==> src/rtl/io_stream_pkg.sv <==
// Shared helpers for the pad/core stream bridge: ratio derivation, ceil-log2 and
// bit reversal used when placing pad beats into core words.
package io_stream_pkg;

    localparam int MAX_W = 64;

    typedef logic [31:0] word_cnt_t;

    // Returns wide/narrow, or 0 when the ratio is not a positive integer.
    function automatic int ratio(input int wide, input int narrow);
        if (narrow <= 0) begin
            return 0;
        end else if ((wide % narrow) != 0) begin
            return 0;
        end else begin
            return wide / narrow;
        end
    endfunction

    function automatic int clog2(input int n);
        int r;
        r = 0;
        for (int i = 0; i < 31; i++) begin
            if ((32'sd1 << i) < n) begin
                r = i + 1;
            end
        end
        return r;
    endfunction

    // Counter width that never collapses to zero bits when the ratio is 1.
    function automatic int cnt_w(input int n);
        return (clog2(n) < 1) ? 1 : clog2(n);
    endfunction

    // Reverses the low w bits of x; the result sits in the low w bits.
    function automatic logic [MAX_W-1:0] bitrev(input logic [MAX_W-1:0] x, input int w);
        logic [MAX_W-1:0] r;
        r = '0;
        for (int i = 0; i < MAX_W; i++) begin
            if (i < w) begin
                r[i] = x[w-1-i];
            end
        end
        return r;
    endfunction

endpackage

==> src/rtl/io_stream_bridge_fifo.sv <==
// Synchronous word FIFO for the input path; head output reads as zero when empty
// so that stale storage never shows on the core port.
module stream_fifo
    import io_stream_pkg::*;
#(
    parameter int W     = 9,
    parameter int DEPTH = 4
) (
    input  logic         clk_i,
    input  logic         rst_i,
    input  logic         push_i,
    input  logic [W-1:0] push_data_i,
    input  logic         pop_i,
    output logic [W-1:0] head_o,
    output logic         full_o,
    output logic         empty_o
);

    localparam int AW = clog2(DEPTH);

    if (DEPTH < 2 || (DEPTH & (DEPTH - 1)) != 0) begin : g_bad_depth
        $error("stream_fifo: DEPTH must be a power of two and at least 2");
    end

    logic [W-1:0] mem_q [DEPTH];
    logic [AW:0]  wr_q, wr_d, rd_q, rd_d;
    logic         do_push_s, do_pop_s;

    // Extra pointer MSB distinguishes full from empty when the indices match.
    assign empty_o   = (wr_q == rd_q);
    assign full_o    = (wr_q[AW] != rd_q[AW]) && (wr_q[AW-1:0] == rd_q[AW-1:0]);
    assign do_push_s = push_i && !full_o;
    assign do_pop_s  = pop_i && !empty_o;
    assign head_o    = empty_o ? '0 : mem_q[rd_q[AW-1:0]];

    // Pointer next-state.
    always_comb begin
        wr_d = wr_q;
        rd_d = rd_q;
        if (do_push_s) begin
            wr_d = wr_q + {{AW{1'b0}}, 1'b1};
        end else begin
            wr_d = wr_q;
        end
        if (do_pop_s) begin
            rd_d = rd_q + {{AW{1'b0}}, 1'b1};
        end else begin
            rd_d = rd_q;
        end
    end

    // Pointer registers.
    always_ff @(posedge clk_i) begin
        if (rst_i) begin
            wr_q <= '0;
            rd_q <= '0;
        end else begin
            wr_q <= wr_d;
            rd_q <= rd_d;
        end
    end

    // Storage write.
    always_ff @(posedge clk_i) begin
        if (do_push_s) begin
            mem_q[wr_q[AW-1:0]] <= push_data_i;
        end
    end

endmodule

==> src/rtl/io_stream_bridge.sv <==
// Width-converting bridge: gathers narrow pad beats into core words through a FIFO
// and splits core words into narrow pad beats through a single hold register.
module io_stream_bridge
    import io_stream_pkg::*;
#(
    parameter int PAD_IN_W       = 8,
    parameter int CORE_IN_W      = 8,
    parameter int PAD_OUT_W      = 16,
    parameter int CORE_OUT_W     = 16,
    parameter int FIFO_DEPTH     = 4,
    parameter int BIT_REVERSE_IN = 1
) (
    input  logic                  wb_clk_i,
    input  logic                  wb_rst_i,
    input  logic                  en,
    input  logic                  pad_in_valid,
    input  logic                  pad_in_last,
    input  logic [PAD_IN_W-1:0]   pad_in_data,
    output logic                  pad_in_ready,
    output logic                  core_in_valid,
    input  logic                  core_in_ready,
    output logic [CORE_IN_W-1:0]  core_in_data,
    output logic                  core_in_last,
    input  logic                  core_out_valid,
    output logic                  core_out_ready,
    input  logic [CORE_OUT_W-1:0] core_out_data,
    input  logic                  core_out_last,
    output logic                  pad_out_valid,
    input  logic                  pad_out_ready,
    output logic [PAD_OUT_W-1:0]  pad_out_data,
    output logic                  pad_out_last,
    output logic [31:0]           in_word_cnt,
    output logic [31:0]           out_word_cnt
);

    localparam int R_IN  = ratio(CORE_IN_W, PAD_IN_W);
    localparam int R_OUT = ratio(CORE_OUT_W, PAD_OUT_W);
    localparam int IB_W  = cnt_w(R_IN);
    localparam int OB_W  = cnt_w(R_OUT);
    localparam int FW    = CORE_IN_W + 1;

    if (R_IN < 1 || PAD_IN_W > MAX_W) begin : g_bad_in_ratio
        $error("io_stream_bridge: CORE_IN_W must be an integer multiple of PAD_IN_W");
    end
    if (R_OUT < 1) begin : g_bad_out_ratio
        $error("io_stream_bridge: CORE_OUT_W must be an integer multiple of PAD_OUT_W");
    end

    logic [PAD_IN_W-1:0]   beat_s;
    logic                  in_fire_s, word_done_s;
    logic [CORE_IN_W-1:0]  asm_q, asm_d, word_s;
    logic [IB_W-1:0]       ib_q, ib_d;
    logic                  fifo_full_s, fifo_empty_s;
    logic [FW-1:0]         fifo_head_s;
    word_cnt_t             in_cnt_q, in_cnt_d, out_cnt_q, out_cnt_d;
    logic [CORE_OUT_W-1:0] hold_q, hold_d;
    logic                  hv_q, hv_d, hl_q, hl_d;
    logic [OB_W-1:0]       ob_q, ob_d;
    logic                  final_beat_s, core_acc_s, pad_fire_s;

    // ---------------- input path ----------------
    assign beat_s = (BIT_REVERSE_IN != 0)
                  ? PAD_IN_W'(bitrev(MAX_W'(pad_in_data), PAD_IN_W))
                  : pad_in_data;

    assign pad_in_ready = en && !fifo_full_s;
    assign in_fire_s    = pad_in_valid && pad_in_ready;
    assign word_done_s  = in_fire_s && ((ib_q == IB_W'(R_IN - 1)) || pad_in_last);

    // Assembly next-state; a completed word is cleared so early-last words stay zero-padded.
    always_comb begin
        asm_d    = asm_q;
        ib_d     = ib_q;
        in_cnt_d = in_cnt_q;
        word_s   = asm_q;
        word_s[ib_q*PAD_IN_W +: PAD_IN_W] = beat_s;
        if (word_done_s) begin
            asm_d    = '0;
            ib_d     = '0;
            in_cnt_d = in_cnt_q + 32'd1;
        end else if (in_fire_s) begin
            asm_d = word_s;
            ib_d  = ib_q + IB_W'(1);
        end else begin
            asm_d = asm_q;
            ib_d  = ib_q;
        end
    end

    stream_fifo #(
        .W     (FW),
        .DEPTH (FIFO_DEPTH)
    ) u_in_fifo (
        .clk_i       (wb_clk_i),
        .rst_i       (wb_rst_i),
        .push_i      (word_done_s),
        .push_data_i ({pad_in_last, word_s}),
        .pop_i       (core_in_ready),
        .head_o      (fifo_head_s),
        .full_o      (fifo_full_s),
        .empty_o     (fifo_empty_s)
    );

    assign core_in_valid = !fifo_empty_s;
    assign core_in_data  = fifo_head_s[CORE_IN_W-1:0];
    assign core_in_last  = fifo_head_s[CORE_IN_W];

    // ---------------- output path ----------------
    assign final_beat_s   = (ob_q == OB_W'(R_OUT - 1));
    assign core_out_ready = en && (!hv_q || (pad_out_ready && final_beat_s));
    assign core_acc_s     = core_out_valid && core_out_ready;
    assign pad_fire_s     = hv_q && pad_out_ready;

    assign pad_out_valid = hv_q;
    assign pad_out_data  = hold_q[ob_q*PAD_OUT_W +: PAD_OUT_W];
    assign pad_out_last  = hl_q && final_beat_s;

    // Hold-register next-state; a reload on the final beat gives back-to-back words.
    always_comb begin
        hold_d    = hold_q;
        hv_d      = hv_q;
        hl_d      = hl_q;
        ob_d      = ob_q;
        out_cnt_d = out_cnt_q;
        if (pad_fire_s && final_beat_s) begin
            out_cnt_d = out_cnt_q + 32'd1;
        end else begin
            out_cnt_d = out_cnt_q;
        end
        if (core_acc_s) begin
            hold_d = core_out_data;
            hv_d   = 1'b1;
            hl_d   = core_out_last;
            ob_d   = '0;
        end else if (pad_fire_s && final_beat_s) begin
            hv_d = 1'b0;
            hl_d = 1'b0;
            ob_d = '0;
        end else if (pad_fire_s) begin
            ob_d = ob_q + OB_W'(1);
        end else begin
            ob_d = ob_q;
        end
    end

    // State registers for both paths and the word counters.
    always_ff @(posedge wb_clk_i) begin
        if (wb_rst_i) begin
            asm_q     <= '0;
            ib_q      <= '0;
            in_cnt_q  <= '0;
            hold_q    <= '0;
            hv_q      <= 1'b0;
            hl_q      <= 1'b0;
            ob_q      <= '0;
            out_cnt_q <= '0;
        end else begin
            asm_q     <= asm_d;
            ib_q      <= ib_d;
            in_cnt_q  <= in_cnt_d;
            hold_q    <= hold_d;
            hv_q      <= hv_d;
            hl_q      <= hl_d;
            ob_q      <= ob_d;
            out_cnt_q <= out_cnt_d;
        end
    end

    assign in_word_cnt  = in_cnt_q;
    assign out_word_cnt = out_cnt_q;

endmodule
==> config.mk <==
export PLATFORM = sky130hd
export DESIGN_NAME = io_stream_bridge
export DESIGN_NICKNAME = d
export VERILOG_FILES = /design/src/rtl/io_stream_pkg.sv /design/src/rtl/io_stream_bridge_fifo.sv /design/src/rtl/io_stream_bridge.sv
export SDC_FILE = /design/constraint.sdc
export NUM_CORES = 1
export LEC_CHECK = 0
export BUFFER_PORTS_ARGS = -buffer_cell sky130_fd_sc_hd__buf_2
export CELL_PAD_IN_SITES_DETAIL_PLACEMENT = 0
export CELL_PAD_IN_SITES_GLOBAL_PLACEMENT = 1
export CORE_MARGIN = 4
export CORE_UTILIZATION = 38
export CTS_CLUSTER_DIAMETER = 30
export DETAILED_ROUTE_END_ITERATION = 10
export GPL_TIMING_DRIVEN = 0
export HOLD_SLACK_MARGIN = 0.15
export PLACE_DENSITY = 0.88
export REMOVE_ABC_BUFFERS = 1
export SYNTH_ARGS = -nofsm -noshare
export SYNTH_HDL_FRONTEND = slang
export SYNTH_SLANG_ARGS = --single-unit
==> constraint.sdc <==
create_clock -name wb_clk_i -period 2 [get_ports wb_clk_i]
set_input_delay 0.1 -clock wb_clk_i [delete_from_list [all_inputs] [get_ports wb_clk_i]]
set_output_delay 0.1 -clock wb_clk_i [all_outputs]
set_load 0.03 [all_outputs]
==> run metrics, run 1 <==
relative slew slack=54.83%; dpl hpwl=9.184 mm; antenna violations before repair=1; IO buf count=126; Multi-input gate area=2800 um2; critical path class=reg -> reg; internal power=5.507 mW; Max Fclk=530.9 MHz; max cap viols=0; Reg clk slew, reported paths=0.06 ns; Max H-tree Level=4; IO Count=127; grt total ovfl=0; Worst Path Required=2.05 ns; Area Overhead vs Synth=32.83%; switching part of the total=22.86%; first-pass GRT wire length=23.23 mm; Starting Density=38.91%; maximum fanout along the worst path=10; Die Y=132.8 um; FF+latch count, synth=136; Seq. cell area=3103 um2; Hold Crit Depth=3; cells after synthesis=593; ratio of cells with drive above 1 in the final layout=29.19%; Routed Antenna Nets=0; Vias/cell=5.029; most frequent cells in the layout=buf_2, dfxtp_1, nor2_1; Mean Syn Cell Area=9.974 um2; combinational power share=9.6%; Setup Skew=0.01214 ns; post-synthesis sequential area ratio=52.13%; asr flop ratio synth=0%; worst skew pair latency=0.42 ns; Post-DP Area=6680 um2; synth warn=0; setup violators final=0; clock share of power=49.1%; Power Density=908.8 nW/um2; Die W=132.8 um; RePlAce Congestion=0.7424; Cell Rows=45; Placed Instances=876; DP Worst Slack=-0.6820 ns; fin worst setup slack=0.1163 ns; non-filler cells in the finished layout=946; CTS tree=done; status=completed; Worst R2R Path Depth=4; Yosys cell types=39; period utilization=94.19%; initial DRC count=250; final wirelength=13.98 mm; Reg power frac=41.4%; commonest non-fill, non-tap cell in the layout=buf_2; largest net degree at the start of global routing=55; GRT Total Usage=16.21%; post-synthesis cell area=5914 um2; Core ar.=15200 um2; Max VDD drop=581.9 uV; vias in the first global route=4647; via count=4757; clk sinks=136; Design Area, Final=7856 um2; drc violations=0; wire length per cell=14.77 um; Nets=784; Psw=1.632 mW; DIE AREA=17620 um2; Final min period=1.884 ns; clock root buffer master=clkbuf_16; TritonRoute pass-1 iters=6; Crit. End Element=register; Final Hold Viols=0; worst-margin pin slew=0.6775 ns; Most used DFF post-synth=dfxtp_1; Worst Path Arrival=1.93 ns; # fillers=1384; Num CTS Buffers=17; Pins Over Slew Limit=0; maximum clock path buffer count=2; Post-synth EDFFs=36; Hold Crit Class=in -> reg; Startpoint Class=register; Leak=3.148 nW
layer usage:
metal / routed length, um / vias up / track usage [%]
met5: 0 / - / 0
met1: 6417 / 2262 / 21.02
met2: 6838 / 90 / 26.55
li1: - / 2390 / -
met4: 190 / 0 / 6.293
met3: 529 / 15 / 3.498
cell usage after synthesis, types with 5 or more instances:
master | number | area [um2]
dfxtp_1 | 100 | 2002
nor2_1 | 67 | 251.5
nand2_1 | 52 | 195.2
a21oi_1 | 37 | 185.2
edfxtp_1 | 36 | 1081
xor2_1 | 34 | 297.8
clkbuf_1 | 25 | 93.84
nand4_1 | 24 | 150.1
and2_1 | 21 | 131.4
nor2b_1 | 20 | 125.1
nand3_1 | 19 | 95.09
nor3_1 | 18 | 90.09
o21ai_0 | 16 | 80.08
or3_1 | 16 | 100.1
xnor2_1 | 16 | 140.1
and3_1 | 10 | 62.56
and4_1 | 10 | 87.58
inv_1 | 10 | 37.54
mux2_2 | 9 | 101.4
mux4_2 | 9 | 202.7
ha_1 | 7 | 87.58
nor4_1 | 6 | 37.54
buf_2 | 5 | 25.02
layout make-up:
cell class	count	share of cell area [%]
clock buffer	21	6.020
antenna	1	0.03185
multi-input combinational	416	35.64
clock inverter	11	2.405
inverter	10	0.4778
sequential	136	39.50
tap	188	2.994
timing repair buffer	163	12.93
critical path, stage by stage (launching register included):
cell,delay (ns)
dfxtp_2,0.36
xnor2_4,0.19
a311oi_4,0.35
buf_12,0.18
and2_1,0.44
sequential cells by signal, summed over array words and instances (netlist names), named ones only:
register,count
out_word_cnt,32
u_in_fifo.wr_q,3
u_in_fifo.mem_q,36
in_word_cnt,32
u_in_fifo.rd_q,3
ib_q,1
pad_out_valid,1
asm_q,8
hold_q,16
ob_q,1
hl_q,1
timing repair:
action | in CTS | in global routing
resized for setup | 15 | 26
pin swaps | 3 | 2
hold endpoints to repair | 77 | 0
setup buffers | 7 | 0
hold buffers | 29 | 0
gates cloned | 1 | 0
setup endpoints to repair | 110 | 68
worst paths after layout:
kind,start,to,slack [ns]
worst max-delay path,u_in_fifo.rd_q[1],u_in_fifo.mem_q[2][0],0.12
worst min-delay path,core_out_valid,pad_out_valid,0.26
worst max register to register,u_in_fifo.rd_q[1],u_in_fifo.mem_q[2][0],0.12
worst min register to register,hold_q[13],hold_q[13],0.45
cell families after synthesis:
| logic type | synth area share (%) |
|---|---|
| flip-flops | 52.13 |
| XOR/XNOR | 7.404 |
| AND/OR/NAND/NOR | 24.88 |
| adder cells (fa/ha/maj) | 1.481 |
| multiplexers | 5.648 |
| AO/OA/AOI/OAI | 5.627 |
| buffers and inverters | 2.835 |
per-stage QoR:
step	hold WS, ns	utilization [%]	setup TNS (ns)	power, mW
4_1_cts	0.2491	51.11	-0.0003748	7.195
2_1_floorplan	0.1691	-	-3.777	3.375
3_3_place_gp	0.3419	43.74	-41.64	3.568
5_1_grt	0.3106	51.68	-0.01467	7.392
6_report	0.2592	51.68	0	7.139
3_5_place_dp	0.3466	43.94	-39.21	3.586
power groups by stage:
stage | logic (mW) | registers (mW) | clock network [mW]
floorplan | 0.379 | 3.00 | 0
global placement | 0.570 | 3.00 | 0
detailed placement | 0.584 | 3.00 | 0
CTS | 0.675 | 2.95 | 3.57
global route | 0.739 | 2.96 | 3.69
finish | 0.683 | 2.95 | 3.50
Note: power is estimated with default switching activity, not from simulation.
==> run 2, diff against run 1 <==
--- a/config.mk
+++ b/config.mk
@@ -5,16 +5,16 @@
 export SDC_FILE = /design/constraint.sdc
 export NUM_CORES = 1
 export LEC_CHECK = 0
-export BUFFER_PORTS_ARGS = -buffer_cell sky130_fd_sc_hd__buf_2
 export CELL_PAD_IN_SITES_DETAIL_PLACEMENT = 0
 export CELL_PAD_IN_SITES_GLOBAL_PLACEMENT = 1
 export CORE_MARGIN = 4
-export CORE_UTILIZATION = 38
+export CORE_UTILIZATION = 43
 export CTS_CLUSTER_DIAMETER = 30
 export DETAILED_ROUTE_END_ITERATION = 10
+export DONT_BUFFER_PORTS = 1
 export GPL_TIMING_DRIVEN = 0
 export HOLD_SLACK_MARGIN = 0.15
-export PLACE_DENSITY = 0.88
+export PLACE_DENSITY = 0.85
 export REMOVE_ABC_BUFFERS = 1
 export SYNTH_ARGS = -nofsm -noshare
 export SYNTH_HDL_FRONTEND = slang
==> run metrics, run 2 (same netlist as run 1, synthesis figures left out) <==
DP Worst Slack=-0.7513 ns; R2R Path End=in_word_cnt[29]; Crit. End Element=register; largest net degree at the start of global routing=94; Hold Crit Depth=3; drc violations=0; via count=4524; max cap viols=0; critical path class=reg -> reg; Max VDD drop=491.5 uV; RePlAce Congestion=0.7713; Hold Crit Class=in -> reg; WHS=0.1614 ns; Max H-tree Level=4; Final Hold Viols=0; failing checks=negative setup slack; DIE AREA=15700 um2; maximum clock path buffer count=2; vias in the first global route=4351; # fillers=1134; Area Overhead vs Synth=27.52%; dpl hpwl=8.808 mm; R2R Setup Slk=-0.03 ns; clock root buffer master=clkbuf_16; ratio of cells with drive above 1 in the final layout=26.23%; Final min period=2.028 ns; Reg clk slew, reported paths=0.06 ns; CTS tree=done; antenna violations before repair=0; fin worst setup slack=-0.02847 ns; TritonRoute pass-1 iters=4; Nets=679; Routed Antenna Nets=0; Die W=125.3 um; clk sinks=136; initial DRC count=267; Worst Path Arrival=2.37 ns; reg2reg start=u_in_fifo.wr_q[0]; Pwr Total=6.778 mW; Setup Skew=0.009066 ns; Startpoint Class=register; GRT Total Usage=18.09%; RSZ-0062 raised after global routing=true; hold path endpoint=hold_q[0]; Core ar.=13350 um2; Hold Startpoint=en; Post-DP Area=6005 um2; status=complete, but fails checks; final wirelength=14.75 mm; n_diodes=0; setup violators final=1; IO Count=127; Power Density=898.6 nW/um2; maximum fanout along the worst path=6; Die Y=125.3 um; wire length per cell=17.82 um; Largest register FFs=36; Max Fclk=493.0 MHz; most frequent cells in the layout=nor2_1, nand2_1, dfxtp_1; Leak=2.662 nW; Worst R2R Path Depth=7; worst skew pair latency=0.41 ns; Cell Rows=42; Starting Density=44.31%; aggregate negative setup slack=-0.02847 ns; period utilization=101.4%; Pins Over Slew Limit=0; commonest non-fill, non-tap cell in the layout=nor2_1; worst-margin pin slew=0.7269 ns; Worst Path Required=2.34 ns; Num CTS Buffers=17; grt total ovfl=0; first-pass GRT wire length=22.91 mm; Design Area, Final=7542 um2; relative slew slack=51.54%; IO buf count=0; Vias/cell=5.464
## run 2: final cells by class
class                   count  area (um2)  area share, %
clock inverters            15       173.9          2.306
repair buffers             56       545.5          7.233
flip-flops and latches    136        3191          42.30
well taps                 176       220.2          2.920
multi-input cells         418        2949          39.10
clock buffers              17       425.4          5.640
inverters                  10       37.54         0.4977
## run 2: worst max-delay path, cell delays in order, from the launching register on
cell      delay (ns)
dfxtp_4         0.38
xnor2_4         0.17
buf_4           0.16
a311oi_4        0.36
buf_12          0.19
nand3_4         0.09
or4_1           0.48
a21oi_1         0.12
## run 2: worst max-delay path by stage
| stage | slack, ns | from | end |
|---|---|---|---|
| 2_1_floorplan | -0.19 | u_in_fifo.wr_q[0] | in_word_cnt[29] |
| 3_3_place_gp | -0.72 | ob_q | out_word_cnt[31] |
| 3_5_place_dp | -0.75 | ob_q | out_word_cnt[31] |
| 4_1_cts | -0.1 | u_in_fifo.wr_q[2] | core_in_last |
| 5_1_grt | -0.12 | u_in_fifo.rd_q[1] | core_in_data[1] |
| 6_report | -0.03 | u_in_fifo.wr_q[0] | in_word_cnt[29] |
## run 2: per-stage QoR
| stage | instances | utilization (%) |
|---|---|---|
| floorplan | 561 | - |
| global placement | 737 | 44.99 |
| detailed placement | 737 | 44.99 |
| CTS | 814 | 54.14 |
| global route | 828 | 56.51 |
| finish | 828 | 56.51 |
## run 2: what timing repair did
action | 4_1_cts | 5_1_grt
gates resized for setup | 81 | 52
setup buffers | 13 | 10
setup endpoints to repair | 113 | 68
hold buffers | 30 | 2
cloned | 2 | 2
endpoints found under the hold margin | 136 | 1
pin swaps | 9 | 18
## run 2: routing by layer
metal | wire length (um) | GRT usage [%] | up-vias
met4 | 228 | 6.760 | 0
met2 | 7147 | 29.23 | 124
met5 | 0 | 0 | -
li1 | - | - | 2193
met1 | 6428 | 22.65 | 2187
met3 | 948 | 5.970 | 20
## run 2: report_power, final
group          total (mW)  switching (mW)  internal, mW
clock network        3.17            1.20          1.96
registers            2.95          0.0786          2.87
logic               0.664           0.388         0.276
